--- src/rtl/btn_debouncer_pkg.sv ---
`default_nettype none
// ============================================================================
//  Module      : btn_debouncer_pkg
//  Description : Shared state encoding and defaults for the button debouncer.
//  Revision    : 1.0 - initial release
// ============================================================================
package btn_debouncer_pkg;

    localparam int c_DEF_STABLE_CYCLES = 4;

    typedef enum logic [1:0] {
        ST_IDLE        = 2'd0,
        ST_DEB_PRESS   = 2'd1,
        ST_PRESSED     = 2'd2,
        ST_DEB_RELEASE = 2'd3
    } state_t;

    // The debounced level stays asserted while a release is still being qualified.
    function automatic logic is_level_state(input state_t st);
        return (st == ST_PRESSED) || (st == ST_DEB_RELEASE);
    endfunction

endpackage : btn_debouncer_pkg
`default_nettype wire

--- src/rtl/btn_debouncer_if.sv ---
`default_nettype none
// ============================================================================
//  Module      : btn_debouncer_if
//  Description : Raw button inputs plus pulse and level outputs of the debouncer.
//  Revision    : 1.0 - initial release
// ============================================================================
interface btn_debouncer_if;

    logic btn_0_in;
    logic btn_1_in;
    logic btn_2_in;
    logic btn_3_in;

    logic btn_0_out;
    logic btn_1_out;
    logic btn_2_out;
    logic btn_3_out;

    logic btn_0_lvl;
    logic btn_1_lvl;
    logic btn_2_lvl;
    logic btn_3_lvl;

    modport master (
        output btn_0_in, btn_1_in, btn_2_in, btn_3_in,
        input  btn_0_out, btn_1_out, btn_2_out, btn_3_out,
        input  btn_0_lvl, btn_1_lvl, btn_2_lvl, btn_3_lvl
    );

    modport slave (
        input  btn_0_in, btn_1_in, btn_2_in, btn_3_in,
        output btn_0_out, btn_1_out, btn_2_out, btn_3_out,
        output btn_0_lvl, btn_1_lvl, btn_2_lvl, btn_3_lvl
    );

endinterface : btn_debouncer_if
`default_nettype wire

--- src/rtl/btn_debouncer_debounce_channel.sv ---
`default_nettype none
// ============================================================================
//  Module      : debounce_channel
//  Description : One button: 2-flop synchronizer, debounce FSM, pulse/level regs.
//  Revision    : 1.0 - initial release
// ============================================================================
module debounce_channel
    import btn_debouncer_pkg::*;
#(
    parameter int STABLE_CYCLES = c_DEF_STABLE_CYCLES
) (
    input  logic clk,
    input  logic rst,
    input  logic btn_in,
    output logic btn_out,
    output logic btn_lvl
);

    localparam int                 c_CNT_W   = $clog2(STABLE_CYCLES);
    localparam logic [c_CNT_W-1:0] c_CNT_MAX = c_CNT_W'(STABLE_CYCLES - 1);
    localparam logic [c_CNT_W-1:0] c_CNT_ONE = c_CNT_W'(1);

    logic               r_sync1;
    logic               r_sync2;
    state_t             r_state;
    logic [c_CNT_W-1:0] r_cnt;
    logic               r_out;
    logic               r_lvl;

    state_t             w_state_nxt;
    logic [c_CNT_W-1:0] w_cnt_nxt;
    logic               w_pulse_nxt;

    always_ff @(posedge clk or negedge rst) begin
        if (!rst) begin
            r_sync1 <= 1'b0;
            r_sync2 <= 1'b0;
            r_state <= ST_IDLE;
            r_cnt   <= '0;
            r_out   <= 1'b0;
            r_lvl   <= 1'b0;
        end else begin
            r_sync1 <= btn_in;
            r_sync2 <= r_sync1;
            r_state <= w_state_nxt;
            r_cnt   <= w_cnt_nxt;
            r_out   <= w_pulse_nxt;
            r_lvl   <= is_level_state(w_state_nxt);
        end
    end

    // A drop of the synchronized input always wins over the count reaching its limit.
    always_comb begin
        w_state_nxt = r_state;
        w_cnt_nxt   = r_cnt;
        w_pulse_nxt = 1'b0;
        case (r_state)
            ST_IDLE: begin
                if (r_sync2) begin
                    w_state_nxt = ST_DEB_PRESS;
                    w_cnt_nxt   = '0;
                end
            end
            ST_DEB_PRESS: begin
                if (!r_sync2) begin
                    w_state_nxt = ST_IDLE;
                end else if (r_cnt == c_CNT_MAX) begin
                    w_state_nxt = ST_PRESSED;
                    w_pulse_nxt = 1'b1;
                end else begin
                    w_cnt_nxt = r_cnt + c_CNT_ONE;
                end
            end
            ST_PRESSED: begin
                if (!r_sync2) begin
                    w_state_nxt = ST_DEB_RELEASE;
                    w_cnt_nxt   = '0;
                end
            end
            ST_DEB_RELEASE: begin
                if (r_sync2) begin
                    w_state_nxt = ST_PRESSED;
                end else if (r_cnt == c_CNT_MAX) begin
                    w_state_nxt = ST_IDLE;
                end else begin
                    w_cnt_nxt = r_cnt + c_CNT_ONE;
                end
            end
            default: begin
                w_state_nxt = ST_IDLE;
            end
        endcase
    end

    assign btn_out = r_out;
    assign btn_lvl = r_lvl;

endmodule : debounce_channel
`default_nettype wire

--- src/rtl/btn_debouncer.sv ---
`default_nettype none
// ============================================================================
//  Module      : btn_debouncer
//  Description : Four independent debounced push-button channels.
//  Revision    : 1.0 - initial release
// ============================================================================
module btn_debouncer
    import btn_debouncer_pkg::*;
#(
    parameter int STABLE_CYCLES = c_DEF_STABLE_CYCLES
) (
    input  logic           clk,
    input  logic           rst,
    btn_debouncer_if.slave bus
);

    debounce_channel #(.STABLE_CYCLES(STABLE_CYCLES)) u_ch0 (
        .clk     (clk),
        .rst     (rst),
        .btn_in  (bus.btn_0_in),
        .btn_out (bus.btn_0_out),
        .btn_lvl (bus.btn_0_lvl)
    );

    debounce_channel #(.STABLE_CYCLES(STABLE_CYCLES)) u_ch1 (
        .clk     (clk),
        .rst     (rst),
        .btn_in  (bus.btn_1_in),
        .btn_out (bus.btn_1_out),
        .btn_lvl (bus.btn_1_lvl)
    );

    debounce_channel #(.STABLE_CYCLES(STABLE_CYCLES)) u_ch2 (
        .clk     (clk),
        .rst     (rst),
        .btn_in  (bus.btn_2_in),
        .btn_out (bus.btn_2_out),
        .btn_lvl (bus.btn_2_lvl)
    );

    debounce_channel #(.STABLE_CYCLES(STABLE_CYCLES)) u_ch3 (
        .clk     (clk),
        .rst     (rst),
        .btn_in  (bus.btn_3_in),
        .btn_out (bus.btn_3_out),
        .btn_lvl (bus.btn_3_lvl)
    );

endmodule : btn_debouncer
`default_nettype wire

--- src/flat_wrapper.sv ---
// flat-port wrapper written by rule: the top's interface ports become plain ports
module btn_debouncer_flat import btn_debouncer_pkg::*;
#(
    parameter int STABLE_CYCLES = c_DEF_STABLE_CYCLES
)
  (clk, rst, bus_btn_0_in, bus_btn_1_in, bus_btn_2_in, bus_btn_3_in, bus_btn_0_out, bus_btn_1_out, bus_btn_2_out, bus_btn_3_out, bus_btn_0_lvl, bus_btn_1_lvl, bus_btn_2_lvl, bus_btn_3_lvl);
  btn_debouncer_if bus_i ();
  input  logic clk;
  input  logic rst;
  input wire logic [$bits(bus_i.btn_0_in)-1:0] bus_btn_0_in;
  input wire logic [$bits(bus_i.btn_1_in)-1:0] bus_btn_1_in;
  input wire logic [$bits(bus_i.btn_2_in)-1:0] bus_btn_2_in;
  input wire logic [$bits(bus_i.btn_3_in)-1:0] bus_btn_3_in;
  output wire logic [$bits(bus_i.btn_0_out)-1:0] bus_btn_0_out;
  output wire logic [$bits(bus_i.btn_1_out)-1:0] bus_btn_1_out;
  output wire logic [$bits(bus_i.btn_2_out)-1:0] bus_btn_2_out;
  output wire logic [$bits(bus_i.btn_3_out)-1:0] bus_btn_3_out;
  output wire logic [$bits(bus_i.btn_0_lvl)-1:0] bus_btn_0_lvl;
  output wire logic [$bits(bus_i.btn_1_lvl)-1:0] bus_btn_1_lvl;
  output wire logic [$bits(bus_i.btn_2_lvl)-1:0] bus_btn_2_lvl;
  output wire logic [$bits(bus_i.btn_3_lvl)-1:0] bus_btn_3_lvl;
  assign bus_i.btn_0_in = bus_btn_0_in;
  assign bus_i.btn_1_in = bus_btn_1_in;
  assign bus_i.btn_2_in = bus_btn_2_in;
  assign bus_i.btn_3_in = bus_btn_3_in;
  assign bus_btn_0_out = bus_i.btn_0_out;
  assign bus_btn_1_out = bus_i.btn_1_out;
  assign bus_btn_2_out = bus_i.btn_2_out;
  assign bus_btn_3_out = bus_i.btn_3_out;
  assign bus_btn_0_lvl = bus_i.btn_0_lvl;
  assign bus_btn_1_lvl = bus_i.btn_1_lvl;
  assign bus_btn_2_lvl = bus_i.btn_2_lvl;
  assign bus_btn_3_lvl = bus_i.btn_3_lvl;
  btn_debouncer #(.STABLE_CYCLES(STABLE_CYCLES)) u_core (.clk(clk), .rst(rst), .bus(bus_i));
endmodule
--- config.mk ---
export PLATFORM = sky130hd
export DESIGN_NAME = btn_debouncer_flat
export DESIGN_NICKNAME = d
export VERILOG_FILES = /design/src/rtl/btn_debouncer_pkg.sv /design/src/rtl/btn_debouncer_if.sv /design/src/rtl/btn_debouncer_debounce_channel.sv /design/src/rtl/btn_debouncer.sv /design/src/flat_wrapper.sv
export SDC_FILE = /design/constraint.sdc
export NUM_CORES = 1
export LEC_CHECK = 0
export ABC_CLOCK_PERIOD_IN_PS = 1300
export CAP_MARGIN = 40
export CORE_ASPECT_RATIO = 2
export CORE_UTILIZATION = 40
export DETAILED_ROUTE_END_ITERATION = 8
export PLACE_DENSITY = 0.65
export SETUP_SLACK_MARGIN = 0.05
export SYNTH_ARGS = -nofsm -noshare
export SYNTH_HDL_FRONTEND = slang
export SYNTH_SLANG_ARGS = --single-unit
export TNS_END_PERCENT = 10
--- constraint.sdc ---
create_clock -name clk -period 1.3 [get_ports clk]
set_clock_uncertainty 0.15 [all_clocks]
set_input_delay 0.26 -clock clk [delete_from_list [all_inputs] [get_ports clk]]
set_output_delay 0.26 -clock clk [all_outputs]
set_load 0.03 [all_outputs]
After elaboration in Yosys (flattened, before gate mapping)
Index checks and enable logic that the tools add are counted.

Add/subtract/negate cells: 4. Eq/ne operators: 40. Multiplexer cells: 64. Reduce and logical (&&, ||, !) cells: 12.

Operators with widths (number): 2-to-1 mux 2 bit (44); one-hot mux 2 bit (4 select lines) (8); == test 2 bit, second input constant (20); inequality test 2 bit, second input constant (16); AND reduction 4 bit (4); 2-to-1 mux 1 bit (12); adder 2 x 1 -> 2 bit, second input constant (4); == test 2 x 1 -> 1 bit, second input constant (4); logical NOT 2 bit (4); logical OR 1 bit (4).

Register bits: 32. Output and inout port bits: 8. Logic and storage cells: 144.

Logic depth before layout (Yosys ltp)
Depth after elaboration: 6. Gate-level depth with buffers: 4. Mapped depth without buffers: 4.

Modules after synthesis
From an unflattened synthesis, not the netlist that was laid out.

Cell total of the unflattened synthesis: 92. Area total of the unflattened synthesis: 1221.2 µm².

Modules (own cells, without submodules): debounce_channel (times used 4, cells each 23, area an instance 305.3 µm², sequential area each 200.2 µm²).

Worst setup path after synthesis
No wires, ideal clock.

Kind: register -> register. Start point: register u_core.u_ch0.btn_lvl (netlist name). End point: register u_core.u_ch0.r_cnt[0]. Arrival time: 1229 ps. Required time: 1085 ps. Slack: -144 ps. Stages on the path, launching flop included: 4. Path buffers: 0. Clock period less this slack: 1444 ps. Cells stage by stage: dfrtp_1 xnor2_1 or4b_1 nand2_1.

RTL lines: end signal, assigned (RTL line btn_debouncer_debounce_channel.sv:46) `r_cnt <= w_cnt_nxt;`; end, declared (RTL line btn_debouncer_debounce_channel.sv:26) `logic [c_CNT_W-1:0] r_cnt;`.

Worst setup path in the final report
Start point: register u_core.u_ch0.r_cnt[0]. End point: register u_core.u_ch0.r_cnt[0].

Word-level cells in the longest chain between the ends: 4. Elaborated cells on any way between the ends: 6.

Ends and longest elaborated chain: adder 2 x 1 -> 2 bit or == test 2 bit (tied branches); 2-to-1 mux 2 bit * (RTL line btn_debouncer_debounce_channel.sv:67, btn_debouncer_debounce_channel.sv:83); 2-to-1 mux 2 bit, on equally long branches (RTL line btn_debouncer_debounce_channel.sv:81, btn_debouncer_debounce_channel.sv:65); one-hot mux 2 bit (4 select lines) * (RTL line btn_debouncer_debounce_channel.sv:57) `case (r_state)`.

Mark *: on every way between the ends. The rest lies on a longest branch, timed or not. The select of a mux whose other input is x is not followed. A chain may end at the register's enable or synchronous reset.

==> reports/results.tsv <==
stage	metric	value	unit
cts	number of buffers created by CTS	5	
yosys	average cell area after synthesis	14.26	um^2
floorplanning	number of core rows	26	
cells_and_area	Antenna Cells	0	
cts	buffer type at the clock tree root	sky130_fd_sc_hd__clkbuf_8	
global_route	number of global-route vias before repair	722	
sta	Max transition margin	86.65	%
cells_and_area	Finished Cell Area	1459	um^2
worst_setup_path	worst stage delay on the critical path	500	ps
yosys	top cells by area in the synthesized netlist	sky130_fd_sc_hd__dfrtp_1 (68%), sky130_fd_sc_hd__mux2_2 (5.3%), sky130_fd_sc_hd__ha_1 (4.7%)	
place	placed standard-cell area	1296	um^2
yosys	leading cell type by number of instances after synthesis	sky130_fd_sc_hd__dfrtp_1	
pwr	Leakage Power	0.7067	nW
place	global placement routability congestion	0.6159	
cells_and_area	count of non-filler cells in the finished layout	133	
yosys	net count after synthesis	85	
cts	Clock Sinks	29	
floorplanning	effective utilization at floorplan	42.16	%
detailed_routing	wire per inst	12.26	um
status	violations in the final reports	setup timing	
place	quantity of I/O buffers inserted on ports	13	
yosys	Synth async-reset ratio	100.0	%
yosys	number of enable flip-flop cells after synthesis	0	
sta	slew of the pin with the lowest slew margin	199.6	ps
detailed_routing	1st-iter DRT viols	13	
sta	RSZ-0062 raised after global routing	yes	
place	Cell Count Post-Placement	124	
worst_setup_path	delay-heaviest family, CP	simple AND/OR/NAND/NOR gates	
worst_setup_path	internal reg-to-reg setup slack	-60	ps
pwr	clock power share	21.0	%
yosys	synthesized flop and latch total	29	
yosys	cell accounting for the most synthesized area	sky130_fd_sc_hd__dfrtp_1	
job	max capacitance violation total	0	
sta	number of failing setup endpoints in the final timing report	3	
floorplanning	vertical die dimension	75.14	um
pwr	share of total power in sequential cells	43.0	%
pwr	VDD IR-drop max	0.001088	V
cts	TritonCTS clock tree	built	
status	result of the run	complete, but fails checks	
yosys	count of mapped cells out of synthesis	75	
cts	clock-pin slew reported for the worst setup and hold paths after clock tree synthesis	60	ps
pwr	portion of total power attributed to combinational logic	35.9	%
cells_and_area	final net count	114	
pwr	internal power	2.192	mW
global_route	met2 Resource Use GR	24.07	%
global_route	largest net degree at the start of global routing	30	
cts	Max clock buf depth	2	
detailed_routing	routed vias/inst	4.895	
worst_setup_path	number of buffers and inverters on the critical path	0	
sta	pins over their slew limit	0	
detailed_routing	routed wire length	1631	um
place	estimated wirelength of the detail-placed design	1120	um
sta	peak clock frequency supported by timing	734.3	MHz
floorplanning	die footprint	2898	um^2
yosys	flip-flop cell with the highest count after synthesis	sky130_fd_sc_hd__dfrtp_1	
detailed_routing	detailed-routing iteration count for the pre-antenna-repair pass	3	
yosys	area share of the largest cell type after synthesis	67.84	%
worst_setup_path	sort of element at the start of the critical path	flop	
floorplanning	I/O pin count	14	
worst_setup_path	arrival time of data at the critical path endpoint	1430	ps
worst_setup_path	critical path class	reg2reg	
sta	number of hold violations in the final report	0	
global_route	total congestion overflow	0	
global_route	highest-utilization routing layer at the global route stage	met2	
global_route	met3 layer usage reported by global route	7.080	%
pwr	power density over cell area	2194	nW/um^2
detailed_routing	total via count after detailed routing	651	
floorplanning	total core area	2537	um^2
cells_and_area	share of layout cells above drive strength 1	38.10	%
global_route	met1 GRT Util	16.63	%
yosys	summed instance area of the synthesized netlist	1070	um^2
worst_setup_path	data required time at the worst endpoint	1370	ps
worst_setup_path	capturing element type of the critical path	flop	
worst_setup_path	CP max FO	3	
cts	number of H-tree levels	2	
pwr	Switch Pwr	1.009	mW
yosys	Yosys warning total	0	
floorplanning	width of the die	38.57	um
global_route	number of antenna violations at the first check in global routing	0	
detailed_routing	DRC Markers	0	
yosys	sequential element share of the synthesized area	67.84	%
global_route	wire length of the first global-routing pass	3015	um
cells_and_area	area delta synth->final	36.37	%
sta	setup_tns	-121.6	ps
worst_setup_path	Max stage delay cell, worst path	sky130_fd_sc_hd__or4b_1	
cts	insertion delay of the later-clocked pin in the worst-skew pair	270	ps
sta	setup slack after layout	-61.87	ps
detailed_routing	number of routed nets with antenna violations	0	
hold_path	Worst Hold Class	in2async	
pwr	fraction of power spent switching nets	31.52	%
worst_setup_path	Critical Path, Cell by Cell	ha_2 > or4b_1 > nand2_1	
global_route	total global-route track usage	16.18	%
sta	final period utilization	104.8	%
sta	final critical path time including I/O delays and setup	1362	ps
yosys	leading post-synthesis cells by instance count	sky130_fd_sc_hd__dfrtp_1 (29), sky130_fd_sc_hd__inv_1 (6), sky130_fd_sc_hd__mux2_2 (5)	
yosys	post-synthesis cell type count	16	
[layout by cell type (no fill, tap or decap)]
cell,n
sky130_fd_sc_hd__and3b_2,1
sky130_fd_sc_hd__nand2_4,2
sky130_fd_sc_hd__and2_4,3
sky130_fd_sc_hd__or4b_1,1
sky130_fd_sc_hd__ha_4,1
sky130_fd_sc_hd__inv_1,6
sky130_fd_sc_hd__mux2_4,3
sky130_fd_sc_hd__clkbuf_1,3
sky130_fd_sc_hd__buf_12,1
sky130_fd_sc_hd__mux2_2,2
sky130_fd_sc_hd__xnor2_2,1
sky130_fd_sc_hd__dfrtp_2,1
sky130_fd_sc_hd__ha_2,3
sky130_fd_sc_hd__nand3b_1,4
sky130_fd_sc_hd__xor2_1,3
sky130_fd_sc_hd__clkbuf_8,5
sky130_fd_sc_hd__o21ai_0,2
sky130_fd_sc_hd__and2_1,1
sky130_fd_sc_hd__o21ai_1,1
sky130_fd_sc_hd__o22ai_1,3
sky130_fd_sc_hd__nand2_1,1
sky130_fd_sc_hd__buf_4,11
sky130_fd_sc_hd__dfrtp_1,28
sky130_fd_sc_hd__mux2i_1,3
sky130_fd_sc_hd__clkdlybuf4s50_1,5
sky130_fd_sc_hd__buf_6,5
sky130_fd_sc_hd__nand2_2,1
sky130_fd_sc_hd__nor2_1,1
sky130_fd_sc_hd__nor3b_1,3
[registers in the layout, indices dropped and copies added, names as in the netlist, 2 cells and up]
name / flops
u_core.u_ch1.r_state: 2
u_core.u_ch0.r_cnt: 2
u_core.u_ch3.r_cnt: 2
u_core.u_ch1.r_cnt: 2
u_core.u_ch2.r_cnt: 2
[final cells by class]
cell class              instances  area, um^2
repair buffers                 22       209.0
well taps                      28       35.03
inverters                       6       22.52
multi-input cells              40       385.4
fillers                       204        1079
clock buffers                   8       80.08
flip-flops and latches         29       726.9
[path summary, 6_finish.rpt]
check                                             startpoint                           endpoint  depth (start not counted)
max in group asynchronous                                rst     u_core.u_ch0.btn_lvl$_DFF_PN0_                          2
setup reg to reg           u_core.u_ch0.r_cnt[0]$_DFFE_PN0P_  u_core.u_ch0.r_cnt[0]$_DFFE_PN0P_                          3
hold reg to reg               u_core.u_ch0.r_sync1$_DFF_PN0_     u_core.u_ch0.r_sync2$_DFF_PN0_                          0
min in group clk              u_core.u_ch0.r_sync1$_DFF_PN0_     u_core.u_ch0.r_sync2$_DFF_PN0_                          0
setup / recovery           u_core.u_ch0.r_cnt[0]$_DFFE_PN0P_  u_core.u_ch0.r_cnt[0]$_DFFE_PN0P_                          3
hold / removal                                           rst  u_core.u_ch0.r_cnt[1]$_DFFE_PN0P_                          2
[per-layer routing]
metal | share of wire (%) | vias to the layer above | routed length (um)
met4 | 4.6 | 0 | 75
met1 | 39 | 319 | 632
li1 | - | 309 | -
met2 | 52 | 17 | 845
met5 | 0 | - | 0
met3 | 4.8 | 6 | 78
[power groups by stage]
stage | Clock (mW) | Combinational [mW] | Sequential, mW
final | 0.673 | 1.15 | 1.38
after global routing | 0.753 | 1.29 | 1.42
after CTS | 0.708 | 1.11 | 1.36
after detailed placement | 0 | 0.999 | 1.34
after global placement | 0 | 0.951 | 1.33
after floorplan | 0 | 0.470 | 1.46
[logic make-up (layout without fill, tap and decap cells)]
group,Yosys count,count (layout),synth area share [%]
AO/OA/AOI/OAI,6,6,3.158
XOR/XNOR,4,4,3.275
adder cells (fa/ha/maj),4,4,4.679
buffers and inverters,6,36,2.105
flip-flops,29,29,67.84
multiplexers,8,8,8.070
AND/OR/NAND/NOR,18,18,10.88
[metrics by stage]
| stage | hold WS (ps) | util [%] | worst slack, ps | power [mW] |
|---|---|---|---|---|
| after CTS | 191.4 | 56.41 | -72.88 | 3.175 |
| after global placement | 184.7 | 51.08 | -35.15 | 2.276 |
| after global routing | 199.9 | 57.50 | -104.8 | 3.456 |
| after detailed placement | 186.3 | 51.08 | -67.08 | 2.343 |
| final | 192.3 | 57.50 | -61.87 | 3.200 |
| after floorplan | -185.6 | - | -76.02 | 1.931 |
[what timing repair did]
item	CTS	global route
setup buffers	1	0
pin swaps	5	5
hold buffers	0	0
resized for setup	16	6
setup endpoints to repair	13	15
Note: power is estimated with default switching activity, not from simulation.
